**src/rtl/pc_unit_if.sv**
```systemverilog
// pc_unit_if -- bundle of the fetch-control signals of pc_unit.
//
// Parameter ADDR_W : address width (must match the pc_unit instance).
// slave modport (pc_unit side):
//   inputs  : stall, br_flag, br_target, flush, flush_pc, halt
//   outputs : pc, ce, pend, misalign
// master modport (pipeline / control side): same signals, opposite directions.
interface pc_unit_if #(
    parameter int ADDR_W = 32
);
    logic              stall;
    logic              br_flag;
    logic [ADDR_W-1:0] br_target;
    logic              flush;
    logic [ADDR_W-1:0] flush_pc;
    logic              halt;
    logic [ADDR_W-1:0] pc;
    logic              ce;
    logic              pend;
    logic              misalign;

    modport master (
        output stall, br_flag, br_target, flush, flush_pc, halt,
        input  pc, ce, pend, misalign
    );

    modport slave (
        input  stall, br_flag, br_target, flush, flush_pc, halt,
        output pc, ce, pend, misalign
    );
endinterface

```
**src/rtl/pc_unit.sv**
```systemverilog
// pc_unit -- program counter / fetch-enable generator.
//
// Parameters:
//   ADDR_W   : pc and target width (>= 8)
//   RESET_PC : first fetch address after reset
//   STEP     : sequential increment in bytes
// Ports:
//   clk  : clock, all state on the rising edge
//   rst  : asynchronous active-low reset
//   bus  : pc_unit_if.slave -- stall/br_flag/br_target/flush/flush_pc/halt in,
//          pc/ce/pend/misalign out (all outputs registered)
// Optional feature macro: PC_ALIGN_CHECK_EN
//   When defined, every loaded redirect target has bits [1:0] cleared and a
//   non-zero [1:0] raises misalign for one cycle. When undefined, targets are
//   loaded as-is and misalign is tied low.
//
// Behaviour notes:
//   - OFF -> RUN on the first edge after reset release with pc unchanged, so
//     the first ce=1 cycle fetches RESET_PC.
//   - The edge that enters HALT holds pc, so the address presented on that
//     cycle is fetched again after resume. The resume edge also holds pc.
//   - stall holds the ce-state as well, so neither halting nor resuming
//     happens on a stalled edge.
//   - A branch that cannot be taken (stall, halt entry, or HALT) is parked in
//     the pending register; a newer one overwrites it.
module pc_unit #(
    parameter int                 ADDR_W   = 32,
    parameter logic [ADDR_W-1:0]  RESET_PC = '0,
    parameter int                 STEP     = 4
) (
    input  logic        clk,
    input  logic        rst,
    pc_unit_if.slave    bus
);
    typedef enum logic [1:0] {OFF, RUN, HALT} state_t;

    state_t            state_reg, state_next;
    logic [ADDR_W-1:0] pc_reg, pc_next;
    logic              ce_reg, ce_next;
    logic              pend_reg, pend_next;
    logic [ADDR_W-1:0] tgt_reg, tgt_next;
    logic              load;
    logic [ADDR_W-1:0] load_addr;

    function automatic logic [ADDR_W-1:0] fix_target(input logic [ADDR_W-1:0] a);
`ifdef PC_ALIGN_CHECK_EN
        return {a[ADDR_W-1:2], 2'b00};
`else
        return a;
`endif
    endfunction

    always_comb begin
        state_next = state_reg;
        pc_next    = pc_reg;
        ce_next    = ce_reg;
        pend_next  = pend_reg;
        tgt_next   = tgt_reg;
        load       = 1'b0;
        load_addr  = '0;
        unique case (state_reg)
            OFF: begin
                // Redirect inputs are ignored until the first fetch cycle.
                state_next = RUN;
                ce_next    = 1'b1;
            end
            RUN: begin
                if (bus.flush) begin
                    load      = 1'b1;
                    load_addr = bus.flush_pc;
                    pend_next = 1'b0;
                end else if (bus.stall || bus.halt) begin
                    if (bus.br_flag) begin
                        tgt_next  = bus.br_target;
                        pend_next = 1'b1;
                    end
                    if (!bus.stall) begin
                        state_next = HALT;
                        ce_next    = 1'b0;
                    end
                end else if (bus.br_flag) begin
                    load      = 1'b1;
                    load_addr = bus.br_target;
                    pend_next = 1'b0;
                end else if (pend_reg) begin
                    load      = 1'b1;
                    load_addr = tgt_reg;
                    pend_next = 1'b0;
                end else begin
                    pc_next = pc_reg + ADDR_W'(STEP);
                end
            end
            HALT: begin
                if (bus.flush) begin
                    load      = 1'b1;
                    load_addr = bus.flush_pc;
                    pend_next = 1'b0;
                end else begin
                    if (bus.br_flag) begin
                        tgt_next  = bus.br_target;
                        pend_next = 1'b1;
                    end
                    if (!bus.halt && !bus.stall) begin
                        state_next = RUN;
                        ce_next    = 1'b1;
                    end
                end
            end
            default: begin
                state_next = OFF;
                ce_next    = 1'b0;
            end
        endcase
        if (load) begin
            pc_next = fix_target(load_addr);
        end
    end

    always_ff @(posedge clk or negedge rst) begin
        if (!rst) begin
            state_reg <= OFF;
            pc_reg    <= RESET_PC;
            ce_reg    <= 1'b0;
            pend_reg  <= 1'b0;
            tgt_reg   <= '0;
        end else begin
            state_reg <= state_next;
            pc_reg    <= pc_next;
            ce_reg    <= ce_next;
            pend_reg  <= pend_next;
            tgt_reg   <= tgt_next;
        end
    end

`ifdef PC_ALIGN_CHECK_EN
    logic misalign_reg;

    always_ff @(posedge clk or negedge rst) begin
        if (!rst) begin
            misalign_reg <= 1'b0;
        end else begin
            misalign_reg <= load && (load_addr[1:0] != 2'b00);
        end
    end

    assign bus.misalign = misalign_reg;
`else
    assign bus.misalign = 1'b0;
`endif

    assign bus.pc   = pc_reg;
    assign bus.ce   = ce_reg;
    assign bus.pend = pend_reg;
endmodule

```
**src/flat_wrapper.sv**
```systemverilog
// flat-port wrapper written by rule: the top's interface ports become plain ports
module pc_unit_flat 
#(
    parameter int                 ADDR_W   = 32,
    parameter logic [ADDR_W-1:0]  RESET_PC = '0,
    parameter int                 STEP     = 4
)
  (clk, rst, bus_stall, bus_br_flag, bus_br_target, bus_flush, bus_flush_pc, bus_halt, bus_pc, bus_ce, bus_pend, bus_misalign);
  pc_unit_if #(.ADDR_W(ADDR_W)) bus_i ();
  input  logic clk;
  input  logic rst;
  input wire logic [$bits(bus_i.stall)-1:0] bus_stall;
  input wire logic [$bits(bus_i.br_flag)-1:0] bus_br_flag;
  input wire logic [$bits(bus_i.br_target)-1:0] bus_br_target;
  input wire logic [$bits(bus_i.flush)-1:0] bus_flush;
  input wire logic [$bits(bus_i.flush_pc)-1:0] bus_flush_pc;
  input wire logic [$bits(bus_i.halt)-1:0] bus_halt;
  output wire logic [$bits(bus_i.pc)-1:0] bus_pc;
  output wire logic [$bits(bus_i.ce)-1:0] bus_ce;
  output wire logic [$bits(bus_i.pend)-1:0] bus_pend;
  output wire logic [$bits(bus_i.misalign)-1:0] bus_misalign;
  assign bus_i.stall = bus_stall;
  assign bus_i.br_flag = bus_br_flag;
  assign bus_i.br_target = bus_br_target;
  assign bus_i.flush = bus_flush;
  assign bus_i.flush_pc = bus_flush_pc;
  assign bus_i.halt = bus_halt;
  assign bus_pc = bus_i.pc;
  assign bus_ce = bus_i.ce;
  assign bus_pend = bus_i.pend;
  assign bus_misalign = bus_i.misalign;
  pc_unit #(.ADDR_W(ADDR_W), .RESET_PC(RESET_PC), .STEP(STEP)) u_core (.clk(clk), .rst(rst), .bus(bus_i));
endmodule
```
**config.mk**
```make
export PLATFORM = sky130hd
export DESIGN_NAME = pc_unit_flat
export DESIGN_NICKNAME = d
export VERILOG_FILES = /design/src/rtl/pc_unit_if.sv /design/src/rtl/pc_unit.sv /design/src/flat_wrapper.sv
export SDC_FILE = /design/constraint.sdc
export NUM_CORES = 1
export LEC_CHECK = 0
export BUFFER_PORTS_ARGS = -buffer_cell sky130_fd_sc_hd__buf_2
export CAP_MARGIN = 20
export CORE_ASPECT_RATIO = 1.2
export CORE_UTILIZATION = 30
export CTS_BUF_LIST = sky130_fd_sc_hd__clkbuf_8
export CTS_CLUSTER_DIAMETER = 120
export CTS_CLUSTER_SIZE = 16
export DETAILED_ROUTE_END_ITERATION = 16
export GPL_ROUTABILITY_DRIVEN = 0
export PLACE_DENSITY = 0.5
export SYNTH_ARGS = -nofsm -noshare
export SYNTH_HDL_FRONTEND = slang
export SYNTH_SLANG_ARGS = --single-unit
```
**constraint.sdc**
```tcl
create_clock -name clk -period 2.36 [get_ports clk]
set_input_delay 0.118 -clock clk [delete_from_list [all_inputs] [get_ports clk]]
set_output_delay 0.118 -clock clk [all_outputs]
set_load 0.02 [all_outputs]
```
# After elaboration in Yosys (flattened, before gate mapping)
# Cells that the tools add are included.
dict set report word_totals {
  latchBits 0
  mem_count 0
  ramBits 0
  mem_bits_ro 0
  elab_cells 67
  output_inout_bits 35
  regBits 68
}
dict set report classes {
  n_addsub 1
  eq_ne 11
  n_shift 0
  mul 0
  n_mux 40
  reduce_logical 10
  n_bitwise 0
  div 0
  order_cmp 0
}
# operator count
set ops {}
lappend ops {{32-bit two-way mux} 15}
lappend ops {{32-bit one-hot mux with 2 select lines} 2}
lappend ops {{32-bit by 3-bit adder with 32-bit output (second input constant)} 1}
lappend ops {{1-bit two-way mux} 14}
lappend ops {{2-bit two-way mux} 5}
lappend ops {{2-bit by 1-bit != test with 1-bit output (second input constant)} 5}
lappend ops {{5-bit AND reduction} 2}
lappend ops {{2-bit != test (second input constant)} 4}
lappend ops {{2-bit one-hot mux with 3 select lines} 1}
lappend ops {{1-bit one-hot mux with 2 select lines} 2}
lappend ops {{4-bit AND reduction} 1}
lappend ops {{2-bit nonzero test} 2}
lappend ops {{1-bit one-hot mux with 3 select lines} 1}
lappend ops {{2-bit by 1-bit equality test with 1-bit output (second input constant)} 1}
lappend ops {{2-bit equality test (second input constant)} 1}
lappend ops {{1-bit zero test} 2}
lappend ops {{2-bit zero test} 1}
lappend ops {{1-bit logical AND} 1}
lappend ops {{1-bit logical OR} 1}

# Depth between registers and ports, before layout
dict set report logic_depth {
  word_depth 7
  depth_mapped 8
  mapped_depth_nobuf 6
}

# Worst setup path before layout
# OpenSTA, ideal clock, no wires.
dict set report synth_timing {
  path_kind {register to register}
  start {register u_core.state_reg[1]}
  end {register u_core.pc_reg[31], in the netlist u_core.bus.pc[31]}
  setup_time_ns 0.082
  setup_slack_ns -0.137
  required_time_ns 2.278
  t_arrival_ns 2.415
  path_stages_with_launch 9
  path_buffers 2
  cell_sequence {dfrtp_1 inv_1 ha_1 or4b_4 buf_6 or4_4 buf_6 or4_1 a31oi_1}
}
dict set report synth_via {
  elab_chain_len 4
  word_cells_on_any_way 11
  cone_classes {eq/ne (6); mux (3); reduce/logical (2)}
}
# element line
set synth_lines {}
lappend synth_lines {{from (decl)} pc_unit.sv:37} ;# state_t state_reg, state_next;
lappend synth_lines {{from (signal assigned)} pc_unit.sv:127} ;# state_reg <= state_next;
lappend synth_lines {{2-bit equality test or 2-bit by 1-bit equality test with 1-bit output (tied branches)} pc_unit.sv:61} ;# unique case (state_reg)
lappend synth_lines {{1-bit one-hot mux with 2 select lines} pc_unit.sv:61}
lappend synth_lines {{2-bit != test (no source line) (tied with other cells)} n/a}
lappend synth_lines {{5-bit AND reduction (no source line)} n/a}
lappend synth_lines {{to (signal assigned)} pc_unit.sv:128} ;# pc_reg <= pc_next;
lappend synth_lines {{to (decl)} pc_unit.sv:38} ;# logic [ADDR_W-1:0] pc_reg, pc_next;
# Parallel ways exist; a longest one is shown, timed or not.
# A chain may end at the register's enable or synchronous reset.

# Worst setup path after layout
dict set report layout_timing {
  start {register u_core.state_reg[1]}
  end {register u_core.pc_reg[21], in the netlist u_core.bus.pc[21]}
}
# Same word-level chain as after synthesis.

==> results.txt <==
The routed design could run at a clock period as short as 2.30 ns. The filler cells instantiated in the layout total 1356. The worst endpoint data arrival time came out at 2.57 ns.

Dividing the final minimum period by the clock period gives 97.3%. The via count normalized by instance count is 5.47. The number of design rule violations left after detail routing came out at 0. The worst hold path startpoint is bus_br_target[28].

After Yosys synthesis, and, or, nand and nor cells account for 15.6% of the synthesized area. The number of synthesized flops with an enable pin came out at 0. The pre-CTS worst setup slack is -0.0138 ns.

The adder-cell share of the synthesized area is 1.55%. Entering global routing, the biggest net connects 52 pins. The start of the worst register-to-register path is u_core.state_reg[1]. The share of cell area taken by muxes after synthesis is 17.5%. IR analysis of the VDD net gives a maximum drop of 0.477 mV. Across every metal layer, demand over resource in global routing totals 18.8%. The leakage power is 2.21 nW. Input and output buffers added on the ports amount to 103.

The first-pass GRT wire length came out at 19900 um. The register-to-register setup slack is 0.06 ns. The height of the chip is 129 um. The finished layout holds 688 standard cells, fillers aside.

The first TritonRoute pass finished after 5 iterations. The number of clock buffers added by TritonCTS is 9. The worst-case setup margin in the final layout is 0.0628 ns. The post-route total power came out at 5.96 mW. In this run the worst path has a maximum fanout of 8.

The sequential cells in the finished layout cover a total of 1700 um^2. The area used by multi-input combinational logic came out at 2230 um^2. The longest clock path from root to sink contains 2 buffers. The number of pins exceeding their max-slew limit in the final report was 0. The number of nets still failing antenna checks after routing is 0. The post-synthesis compound-gate area fraction is 18.9%. Leaving out fill and tap cells, the most frequent cell in the layout is buf_2. The worst register-to-register path ends at u_core.bus.pc[21]. The share of post-route cells with drive strength above 1 is 43.1%.

The I/O pin count is 105. The worst hold slack is 0.0100 ns. The count of maximum capacitance violations is 0. When the netlist entered floorplanning its net count stood at 463.

The top cell types in the final layout, fill and taps aside, are 103 x buf_2, 68 x dfrtp_1, 60 x mux2_2, 27 x buf_4, 24 x a221oi_1. The number of global-route vias before repair is 3805. Setup repair after global routing could not meet its margin everywhere. TritonCTS built the clock tree. The share of flip-flops with an asynchronous set or reset after synthesis came out at 100%. Tracing the worst setup path back leads to its startpoint at u_core.state_reg[1].

The width of the chip is 108 um. The post-synthesis share of cell area spent on xor and xnor gates is 0.217%. Setup violations remaining at the end of the flow were counted as 0. For this block, the via count after detailed routing is 3762. The starting DRC count in detailed routing is 183. The global-route congestion overflow total is 0. The distinct cell type count of the synthesized netlist came out at 47. 0 antenna diodes ended up in the layout. In this run, placement finished with an instance count of 656.

By area, the combinational part of the netlist is dominated by compound AO/OA/AOI/OAI gates. The worst hold path belongs to the class in2reg. The flow ran to the end, and the final reports show no timing, DRC or antenna violations. The net count reported at finish is 590. The maximum clock skew at final layout came out at 0.00763 ns. The total of flip-flops plus latches after synthesis is 68. The clock root buffer is clkbuf_8. The initial antenna violation count came out at 0. The placeable core region came out at 13200 um^2.

In this run the mean area of a mapped cell was 10.4 um^2. Row generation in the floorplan step produced 46 rows. The clock reaches the later pin of the worst-skew pair after 0.35 ns. Timing would allow up to 0.435 GHz. The total negative slack is 0 ns.

Wires add up to 12400 um. The share of the Yosys chip area taken by registers is 42.2%. The initial cell density of the core came out at 30.6%.

STA classifies the critical path startpoint as a flip-flop. The nature of the critical path endpoint is a flip-flop. The critical path required time is 2.63 ns.

The number of warnings printed during yosys synthesis came out at 0. The cell area that synthesis handed to floorplanning was 4030 um^2. The H-tree was split into 3 levels. The end of the critical path is u_core.bus.pc[21]. Once detailed placement completed, the half-perimeter wirelength came to 8990 um.

The worst setup path is of the reg2reg kind. In the final routed layout, each cell accounts on average for 18.0 um. The layout-stage area growth over the synthesis result came out at 30.7%. Clock-pin slew was measured on the worst setup and hold paths at 0.08 ns. For this run, the leading register cell type out of synthesis is dfrtp_1. The clock sink count came out at 68. The depth of the worst register-to-register path came out at 7. The floorplan die area is 13900 um^2. The number of hold violations in the final report came to 0. The power density relative to cell area is 1130 nW/um^2.

Counting every instance in the synthesized netlist gives 388.
==> Yosys cell counts (2+ instances only) <==
cell | n | area, um^2
dfrtp_1 | 68 | 1700
mux2_2 | 60 | 676
a221oi_1 | 24 | 210
clkbuf_1 | 22 | 82.6
a31oi_1 | 19 | 119
nor2_1 | 17 | 63.8
nand2_1 | 16 | 60.1
or4_1 | 16 | 120
nand3_1 | 15 | 75.1
o31ai_1 | 14 | 105
nand4_1 | 13 | 81.3
o21ai_0 | 12 | 60.1
a21oi_1 | 11 | 55.1
inv_1 | 7 | 26.3
and2_1 | 5 | 31.3
ha_1 | 5 | 62.6
or3_1 | 5 | 31.3
a22oi_1 | 4 | 30.0
and3_1 | 4 | 25.0
o211ai_1 | 4 | 30.0
and4_1 | 3 | 26.3
buf_1 | 3 | 11.3
buf_6 | 3 | 33.8
mux2i_1 | 3 | 30.0
nor3_1 | 3 | 15.0
nor3b_1 | 3 | 22.5
o21a_1 | 3 | 22.5
a211oi_1 | 2 | 15.0
nor4b_1 | 2 | 17.5
o221ai_1 | 2 | 17.5
o22ai_1 | 2 | 12.5
o32ai_1 | 2 | 17.5
or2_2 | 2 | 12.5
==> timing repair <==
| action | CTS | global route |
|---|---|---|
| setup buffers | 3 | 3 |
| endpoints found under the setup margin | 2 | 15 |
| gates resized for setup | 1 | 2 |
| hold buffers | 10 | 0 |
| endpoints found under the hold margin | 26 | 0 |
| pin swaps | 6 | 3 |
==> through the flow <==
stage	instance area, um^2	utilization (%)
floorplan	4060	-
global placement	4920	37.3
detailed placement	4920	37.3
CTS	5230	39.7
global route	5270	40.0
finish	5270	40.0
==> per-layer routing <==
layer	share of wire, %	GRT usage [%]	vias up
met5	0	0	-
met4	2.0	7.41	0
met3	5.6	4.56	19
met2	49	31.2	108
met1	43	23.3	1847
li1	-	-	1788
==> report_power, final <==
part | leakage [nW] | switching [mW] | internal [mW] | total (mW)
clock network | 0.0982 | 0.479 | 0.463 | 0.941
logic | 1.30 | 1.52 | 1.24 | 2.76
registers | 0.810 | 0.503 | 1.75 | 2.26
==> worst min path at each step <==
stage | slack, ns | to | depth (start not counted)
5_1_grt | 0.001 | u_core.tgt_reg[18] | 2
3_5_place_dp | 0.11 | u_core.tgt_reg[1] | 1
3_3_place_gp | 0.11 | u_core.tgt_reg[1] | 1
2_1_floorplan | -0.18 | u_core.bus.ce | 0
4_1_cts | 0.0009 | u_core.tgt_reg[12] | 2
6_report | 0.01 | u_core.tgt_reg[28] | 2
==> kinds of logic after synthesis <==
group                      count (synthesis)
AOI/OAI and AO/OA                        106
xor gates and xnor gates                   1
adders and majority gates                  5
buffers and inverters                     36
DFF                                       68
muxes                                     63
other                                      1
and+or+nand+nor                          108
==> area by class of cell <==
| class | count | share of cell area (%) |
|---|---|---|
| flip-flops and latches | 68 | 32.3 |
| repair buffers | 145 | 17.3 |
| clock inverters | 4 | 0.427 |
| well taps | 168 | 3.99 |
| multi-input cells | 284 | 42.4 |
| clock buffers | 12 | 3.13 |
| inverters | 7 | 0.499 |
==> worst max-delay path: stages (launching register included) <==
cell,delay (ns)
dfrtp_1,0.40
inv_2,0.08
ha_4,0.12
or4b_4,0.50
or4_4,0.49
buf_6,0.15
or3_4,0.35
a31oi_1,0.13
No activity file was read; power rests on OpenSTA's default activity.
